### config.mk
export PLATFORM = sky130hd
export DESIGN_NAME = controlador_busca_caminho
export DESIGN_NICKNAME = d
export VERILOG_FILES = /design/src/rtl/controlador_busca_caminho.sv
export SDC_FILE = /design/constraint.sdc
export NUM_CORES = 1
export LEC_CHECK = 0
export ABC_CLOCK_PERIOD_IN_PS = 1700
export CAP_MARGIN = 30
export CORE_ASPECT_RATIO = 0.9
export CORE_MARGIN = 2
export CORE_UTILIZATION = 44
export CTS_CLUSTER_DIAMETER = 120
export DETAILED_ROUTE_END_ITERATION = 8
export GPL_TIMING_DRIVEN = 0
export PLACE_DENSITY_LB_ADDON = 0.05
export RECOVER_POWER = 50
export SLEW_MARGIN = 5
export SYNTH_ARGS = -nofsm -noshare
export SYNTH_HDL_FRONTEND = slang
export SYNTH_SLANG_ARGS = --single-unit
### constraint.sdc
create_clock -name clk -period 1.7 [get_ports clk]
set_clock_uncertainty 0.05 [all_clocks]
set_input_delay 0.425 -clock clk [delete_from_list [all_inputs] [get_ports clk]]
set_output_delay 0.425 -clock clk [all_outputs]
set_load 0.01 [all_outputs]
### src/rtl/controlador_busca_caminho.sv
// Search control for the pathfinding datapath: request handshake, iniciar/expandir sequencing,
// predecessor walk and path streaming. Define CONTROLADOR_BUSCA_ORDEM_DIRETA_EN to emit fonte first.
module controlador_busca_caminho #(
   parameter int ADDR_WIDTH = 6,
   parameter int MAX_CICLOS = 1024,
   parameter int CNT_WIDTH  = 10
) (
   input  logic                  clk,
   input  logic                  rst,
   input  logic                  req_valid_in,
   output logic                  req_ready_out,
   input  logic [ADDR_WIDTH-1:0] req_fonte_in,
   input  logic [ADDR_WIDTH-1:0] req_destino_in,
   output logic [ADDR_WIDTH-1:0] fonte_out,
   output logic [ADDR_WIDTH-1:0] destino_out,
   output logic                  iniciar_out,
   output logic                  expandir_out,
   input  logic                  tem_ativo_in,
   input  logic                  destino_estabelecido_in,
   output logic                  anterior_rd_en_out,
   output logic [ADDR_WIDTH-1:0] anterior_rd_addr_out,
   input  logic [ADDR_WIDTH-1:0] anterior_rd_data_in,
   output logic                  caminho_valid_out,
   input  logic                  caminho_ready_in,
   output logic [ADDR_WIDTH-1:0] caminho_addr_out,
   output logic                  caminho_last_out,
   output logic                  caminho_pronto_out,
   output logic                  sem_caminho_out,
   output logic                  ocupado_out
);

   typedef enum logic [2:0] {
      AGUARDANDO, INICIAR, EXPANDIR, LER, ENVIAR, FALHA, EMPILHAR
   } estado_t;

   localparam logic [CNT_WIDTH-1:0] CNT_LIMITE = CNT_WIDTH'(MAX_CICLOS - 1);

   estado_t estado_q, estado_d;

   logic [ADDR_WIDTH-1:0] fonte_q, destino_q, atual_q;
   logic [CNT_WIDTH-1:0]  exp_cnt_q;
   logic                  pronto_q;
   logic                  aceita_req, aceita_beat, ultimo, pede_leitura;
   logic [ADDR_WIDTH-1:0] saida_addr;

`ifdef CONTROLADOR_BUSCA_ORDEM_DIRETA_EN
   // LIFO reverses the predecessor walk so the stream starts at fonte
   logic [ADDR_WIDTH-1:0] lifo [2**ADDR_WIDTH];
   logic [ADDR_WIDTH:0]   sp_q, sp_m1;
   logic                  cheio;

   assign sp_m1        = sp_q - 1'b1;
   assign cheio        = sp_q[ADDR_WIDTH];
   assign ultimo       = (sp_q == (ADDR_WIDTH+1)'(1));
   assign saida_addr   = lifo[sp_m1[ADDR_WIDTH-1:0]];
   assign pede_leitura = (estado_q == EMPILHAR) && !cheio && (atual_q != fonte_q);
`else
   logic [ADDR_WIDTH-1:0] len_q;

   assign ultimo       = (atual_q == fonte_q);
   assign saida_addr   = atual_q;
   assign pede_leitura = aceita_beat && !ultimo;
`endif

   assign aceita_req  = req_valid_in && req_ready_out;
   assign aceita_beat = (estado_q == ENVIAR) && caminho_ready_in;
   assign fonte_out   = fonte_q;
   assign destino_out = destino_q;

   // State register and control flags
   always_ff @(posedge clk) begin
      if (rst) begin
         estado_q  <= AGUARDANDO;
         pronto_q  <= 1'b0;
         fonte_q   <= '0;
         destino_q <= '0;
      end else begin
         estado_q <= estado_d;
         pronto_q <= aceita_beat && ultimo;
         if (aceita_req) begin
            fonte_q   <= req_fonte_in;
            destino_q <= req_destino_in;
         end
      end
   end

   // Walk pointer and counters; always restarted on accept, so no reset needed
   always_ff @(posedge clk) begin
      if (aceita_req) begin
         atual_q   <= req_destino_in;
         exp_cnt_q <= '0;
      end
      if (estado_q == EXPANDIR) begin
         exp_cnt_q <= exp_cnt_q + 1'b1;
         if (destino_estabelecido_in)
            atual_q <= destino_q;
      end
      if (estado_q == LER)
         atual_q <= anterior_rd_data_in;
`ifdef CONTROLADOR_BUSCA_ORDEM_DIRETA_EN
      if (aceita_req) begin
         lifo[0] <= req_fonte_in;
         sp_q    <= (req_fonte_in == req_destino_in) ? (ADDR_WIDTH+1)'(1) : '0;
      end
      if (estado_q == EMPILHAR && !cheio) begin
         lifo[sp_q[ADDR_WIDTH-1:0]] <= atual_q;
         sp_q                       <= sp_q + 1'b1;
      end
      if (aceita_beat)
         sp_q <= sp_m1;
`else
      if (aceita_req)
         len_q <= '0;
      if (estado_q == LER)
         len_q <= len_q + 1'b1;
`endif
   end

   always_comb begin
      estado_d = estado_q;
      case (estado_q)
         AGUARDANDO:
            if (aceita_req)
               estado_d = (req_fonte_in == req_destino_in) ? ENVIAR : INICIAR;
         INICIAR:
            estado_d = EXPANDIR;
         EXPANDIR: begin
            // tem_ativo_in lags the seed by a cycle, so the first expansion cycle ignores it
            if (destino_estabelecido_in)
`ifdef CONTROLADOR_BUSCA_ORDEM_DIRETA_EN
               estado_d = EMPILHAR;
`else
               estado_d = ENVIAR;
`endif
            else if (!tem_ativo_in && exp_cnt_q != '0)
               estado_d = FALHA;
            else if (exp_cnt_q == CNT_LIMITE)
               estado_d = FALHA;
         end
         ENVIAR:
            if (aceita_beat) begin
               if (ultimo)
                  estado_d = AGUARDANDO;
               else
`ifdef CONTROLADOR_BUSCA_ORDEM_DIRETA_EN
                  estado_d = ENVIAR;
`else
                  estado_d = LER;
`endif
            end
`ifdef CONTROLADOR_BUSCA_ORDEM_DIRETA_EN
         EMPILHAR:
            if (cheio)
               estado_d = FALHA;
            else if (atual_q == fonte_q)
               estado_d = ENVIAR;
            else
               estado_d = LER;
         LER:
            estado_d = EMPILHAR;
`else
         LER:
            // A walk as long as the address space can only be a predecessor cycle
            estado_d = (&len_q) ? FALHA : ENVIAR;
`endif
         FALHA:
            estado_d = AGUARDANDO;
         default:
            estado_d = AGUARDANDO;
      endcase
   end

   always_comb begin
      req_ready_out        = 1'b0;
      ocupado_out          = 1'b0;
      iniciar_out          = 1'b0;
      expandir_out         = 1'b0;
      anterior_rd_en_out   = 1'b0;
      anterior_rd_addr_out = '0;
      caminho_valid_out    = 1'b0;
      caminho_addr_out     = '0;
      caminho_last_out     = 1'b0;
      caminho_pronto_out   = 1'b0;
      sem_caminho_out      = 1'b0;
      if (!rst) begin
         req_ready_out      = (estado_q == AGUARDANDO) && !pronto_q;
         ocupado_out        = (estado_q != AGUARDANDO) || pronto_q;
         iniciar_out        = (estado_q == INICIAR);
         expandir_out       = (estado_q == EXPANDIR);
         anterior_rd_en_out = pede_leitura;
         if (pede_leitura)
            anterior_rd_addr_out = atual_q;
         if (estado_q == ENVIAR) begin
            caminho_valid_out = 1'b1;
            caminho_addr_out  = saida_addr;
            caminho_last_out  = ultimo;
         end
         caminho_pronto_out = pronto_q;
         sem_caminho_out    = (estado_q == FALHA);
      end
   end

endmodule

==> results.txt <==
The flow ran to the end, but the final reports show violations. The checks that failed: setup timing. The length of routed met3 wiring came out at 370 um. The biggest area consumer among synthesized cells is sky130_fd_sc_hd__edfxtp_1.

The path class of the tightest hold or removal check is flop to flop. Summed over all cells, the static leakage comes to 0.001516 uW. The placed cell count came out at 354. Max-cap violations in this run came to 0. The number of max-slew violations in the final report was 0. The maximum number of pins on one net before global-route repair is 13. The worst flop-to-flop path startpoint is estado_q[2]. Yosys printed 0 warnings. The area growth from synthesis to layout came out at 69.95%.

The routed layout has 2,113 vias. The H-tree depth came out at 2. The startpoint identified for the worst hold timing path is destino_out[3]. STA classifies the critical path startpoint as a flop.

The worst-margin pin slew came out at 0.4379 ns. The data required time at the worst endpoint is 1.22 ns. The area share of the leading cell type in the synthesized netlist is 22.54%. The first-pass GRT wire length is 10.16 mm. Across all register-to-register paths, the minimum setup slack is -0.52 ns. The clock tree buffer depth is 2. The number of global-route vias before repair came out at 2,057. Yosys instantiated no cell more often than sky130_fd_sc_hd__nand2_1. Data arrives at the worst endpoint at 1.84 ns. The total met2 wirelength after detailed routing came out at 3.452 mm. The total routing resource utilization after global routing is 24.02%.

Once detail routing completed, the nets flagged for antenna violations numbered 0. The clock-pin slew of the registers on the worst-case setup and hold paths is 0.07 ns. The diode insertion count for antenna repair came out at 0. Across all setup checks in the final design, the least slack found is -0.6110 ns. The number of I/O port buffers came out at 56. Yosys attributes the largest share of cell area to sky130_fd_sc_hd__edfxtp_1 (23%), sky130_fd_sc_hd__dfxtp_1 (21%), sky130_fd_sc_hd__xor2_1 (6.6%). The via density per instance is 5.204. The standard-cell row count is 24. In the final layout, flip-flops and latches occupy 940.9 um2. The total detailed-routing wirelength is 6.860 mm. Setup violations remaining at the end of the flow were counted as 70. The basic-gate share of the synthesized area counting and, or, nand and nor cells is 26.00%.

The routed metal-1 wirelength came out at 2.840 mm. The portion of netlist area occupied by mux cells came out at 3.521%. Counting the buffers created by CTS gives 5. The total nets after synthesis is 260.

The global-route congestion overflow total came out at 0. For this run, the leading register cell type out of synthesis is sky130_fd_sc_hd__dfxtp_1. The share of the synthesized area in compound gates (AO/OA/AOI/OAI) came out at 12.73%. The share of flip-flops with an asynchronous set or reset after synthesis came out at 0%. After synthesis, the netlist uses 38 different library cells. Routed signal wires occupy layers up through met4. The critical path in this run is classified as flop to output port. The footprint of the multi-input gates came out at 1393 um2. The area share of xor/xnor cells in the synthesized design is 9.448%. After synthesis, flip-flops and latches occupy 43.19% of the total area. Ranked by instance count, the synthesized netlist is headed by sky130_fd_sc_hd__nand2_1 (28), sky130_fd_sc_hd__nor2_1 (23), sky130_fd_sc_hd__dfxtp_1 (22). The power density over the cells is 1243 nW/um2. The initial core utilization came out at 44.94%. The worst hold path passes through 2 cells. The count of routing violations after the opening detailed-route iteration is 73. The core area came out at 4745 um2.

The headroom to the max-slew limit is 70.75%. TritonCTS built the clock tree. The final weighted congestion in routability-driven placement is 0.7977.

The fmax came out at 0.4327 GHz. The number of antenna violations at the first check in global routing is 0. Before CTS, the worst setup slack after placement is -1.298 ns. For this run, the number of standard cells in the final layout without fillers is 406. The final design utilization came out at 76.37%. Counting every instance in the synthesized netlist gives 233. The time the worst path needs with I/O delays and setup is 2.311 ns. The detailed placement HPWL is 4.015 mm. Measured in cells, the most critical reg-to-reg path has a length of 9. The final cycle utilization of the critical path came out at 135.9%. The DRC violations left is 0. VDD sags by at most 0.6325 mV.

The filler cell count came out at 353. The final hold violation count is 0. In the final layout, the share of cells above drive strength 1 is 41.94%. STA classifies the critical path endpoint as an output port. The number of optimization iterations in the first detailed-route pass came out at 4. The die span in y is 70.04 um. The adder and majority gate portion of the synthesized area is 1.761%. The net total in the final layout came out at 367. The post-synth design cell area is 2132 um2. The number of sinks on the clock net came out at 38. The number of primary I/O pins came out at 57. Of all nets on the critical path, the largest fanout is 6. The number of enable-type register cells in the synthesized netlist is 16. The cell sitting at the root of the clock tree is a sky130_fd_sc_hd__clkbuf_8. Setup repair after global routing could not meet its margin everywhere. The hold buffer count at CTS came out at 0. By area, the combinational part of the netlist is dominated by simple AND/OR/NAND/NOR gates. The mean area per synthesized cell came out at 9.150 um2. The later pin in the worst-skew pair is clocked with a latency of 0.30 ns. The worst min-delay path endpoint is destino_out[3]. Counting flops and latches in the post-synthesis netlist gives 38.

The floorplan step defined a die boundary enclosing 5419 um2. In this run the critical register-to-register path is captured at estado_q[2]. The width of the die is 77.38 um. The detailed-route wire length per cell is 16.90 um.
[logic make-up after synthesis]
logic type               after synthesis
AND/OR/NAND/NOR                      108
multiplexers                           7
buffers and inverters                 14
adder cells (fa/ha/maj)                3
XOR/XNOR                              23
flip-flops                            38
AO/OA/AOI/OAI                         40
[power by group]
group | internal (uW) | total (uW) | switching, uW
Sequential | 1280 | 1580 | 301
Combinational | 1130 | 2110 | 978
Clock | 479 | 819 | 341
Total | 2890 | 4500 | 1620
[metal layers]
| metal | up-vias | global-route usage, % |
|---|---|---|
| met5 | - | 0 |
| met3 | 20 | 5.943 |
| li1 | 1019 | - |
| met2 | 71 | 41.26 |
| met4 | 0 | 8.333 |
| met1 | 1003 | 29.32 |
[repair_timing]
action / CTS / global route
gates resized for setup: 163 / 66
pin swaps: 20 / 24
setup buffers: 41 / 21
cloned: 0 / 1
endpoints found under the setup margin: 61 / 43
hold endpoints to repair: 0 / 0
[worst max-delay path by stage]
stage / end / startpoint / cells after the start / slack, ns
5_1_grt: anterior_rd_addr_out[2] / atual_q[1] / 7 / -0.66
2_1_floorplan: estado_q[2] / exp_cnt_q[0] / 6 / -0.01
3_3_place_gp: caminho_pronto_out / rst / 5 / -1.33
6_report: anterior_rd_addr_out[2] / atual_q[1] / 7 / -0.61
4_1_cts: anterior_rd_addr_out[5] / atual_q[3] / 7 / -0.59
3_5_place_dp: caminho_pronto_out / rst / 5 / -1.30
[sequential cells by signal, indices dropped and copies added, names as in the netlist]
| name | count |
|---|---|
| exp_cnt_q | 10 |
| atual_q | 6 |
| destino_out | 6 |
| fonte_out | 6 |
| len_q | 6 |
| estado_q | 3 |
| pronto_q | 1 |
[worst max-delay path, cell delays in order (launching register included)]
cell	delay, ns
sky130_fd_sc_hd__dfxtp_4	0.36
sky130_fd_sc_hd__xor2_1	0.14
sky130_fd_sc_hd__nor4_1	0.30
sky130_fd_sc_hd__nand3_1	0.18
sky130_fd_sc_hd__nor2b_4	0.20
sky130_fd_sc_hd__buf_6	0.11
sky130_fd_sc_hd__and2_4	0.13
sky130_fd_sc_hd__buf_6	0.11
[final cells by class]
class	count	share of cell area [%]
tap	65	2.244
clock buffer	7	2.383
multi-input combinational	181	38.43
clock inverter	1	0.8287
inverter	3	0.3108
timing repair buffer	100	26.35
buffer	11	3.488
sequential	38	25.97
[through the flow]
step	cell area [um2]	setup TNS, ns	total power, uW	hold WS (ns)
finish	3623	-17.97	4505	0.4335
global route	3623	-22.51	4735	0.4676
CTS	3427	-6.392	4288	0.4303
detailed placement	2839	-38.33	2922	0.4178
global placement	2839	-38.21	2909	0.4167
floorplan	2197	-0.01100	2429	0.4299
[cells in the final DEF, fill, tap and decap left out, drive strengths merged, types with 7 or more instances in the layout]
master | Yosys | final
dfxtp | 22 | 22
nand3 | 10 | 10
edfxtp | 16 | 16
nand2 | 28 | 28
buf | 6 | 74
clkbuf | 5 | 10
clkdlybuf4s50 | 0 | 24
nor2 | 23 | 23
a21oi | 14 | 14
xor2 | 16 | 16
and3 | 12 | 12
and2 | 10 | 10
xnor2 | 7 | 7
o21ai | 13 | 13
(Power assumes the default switching activity.)
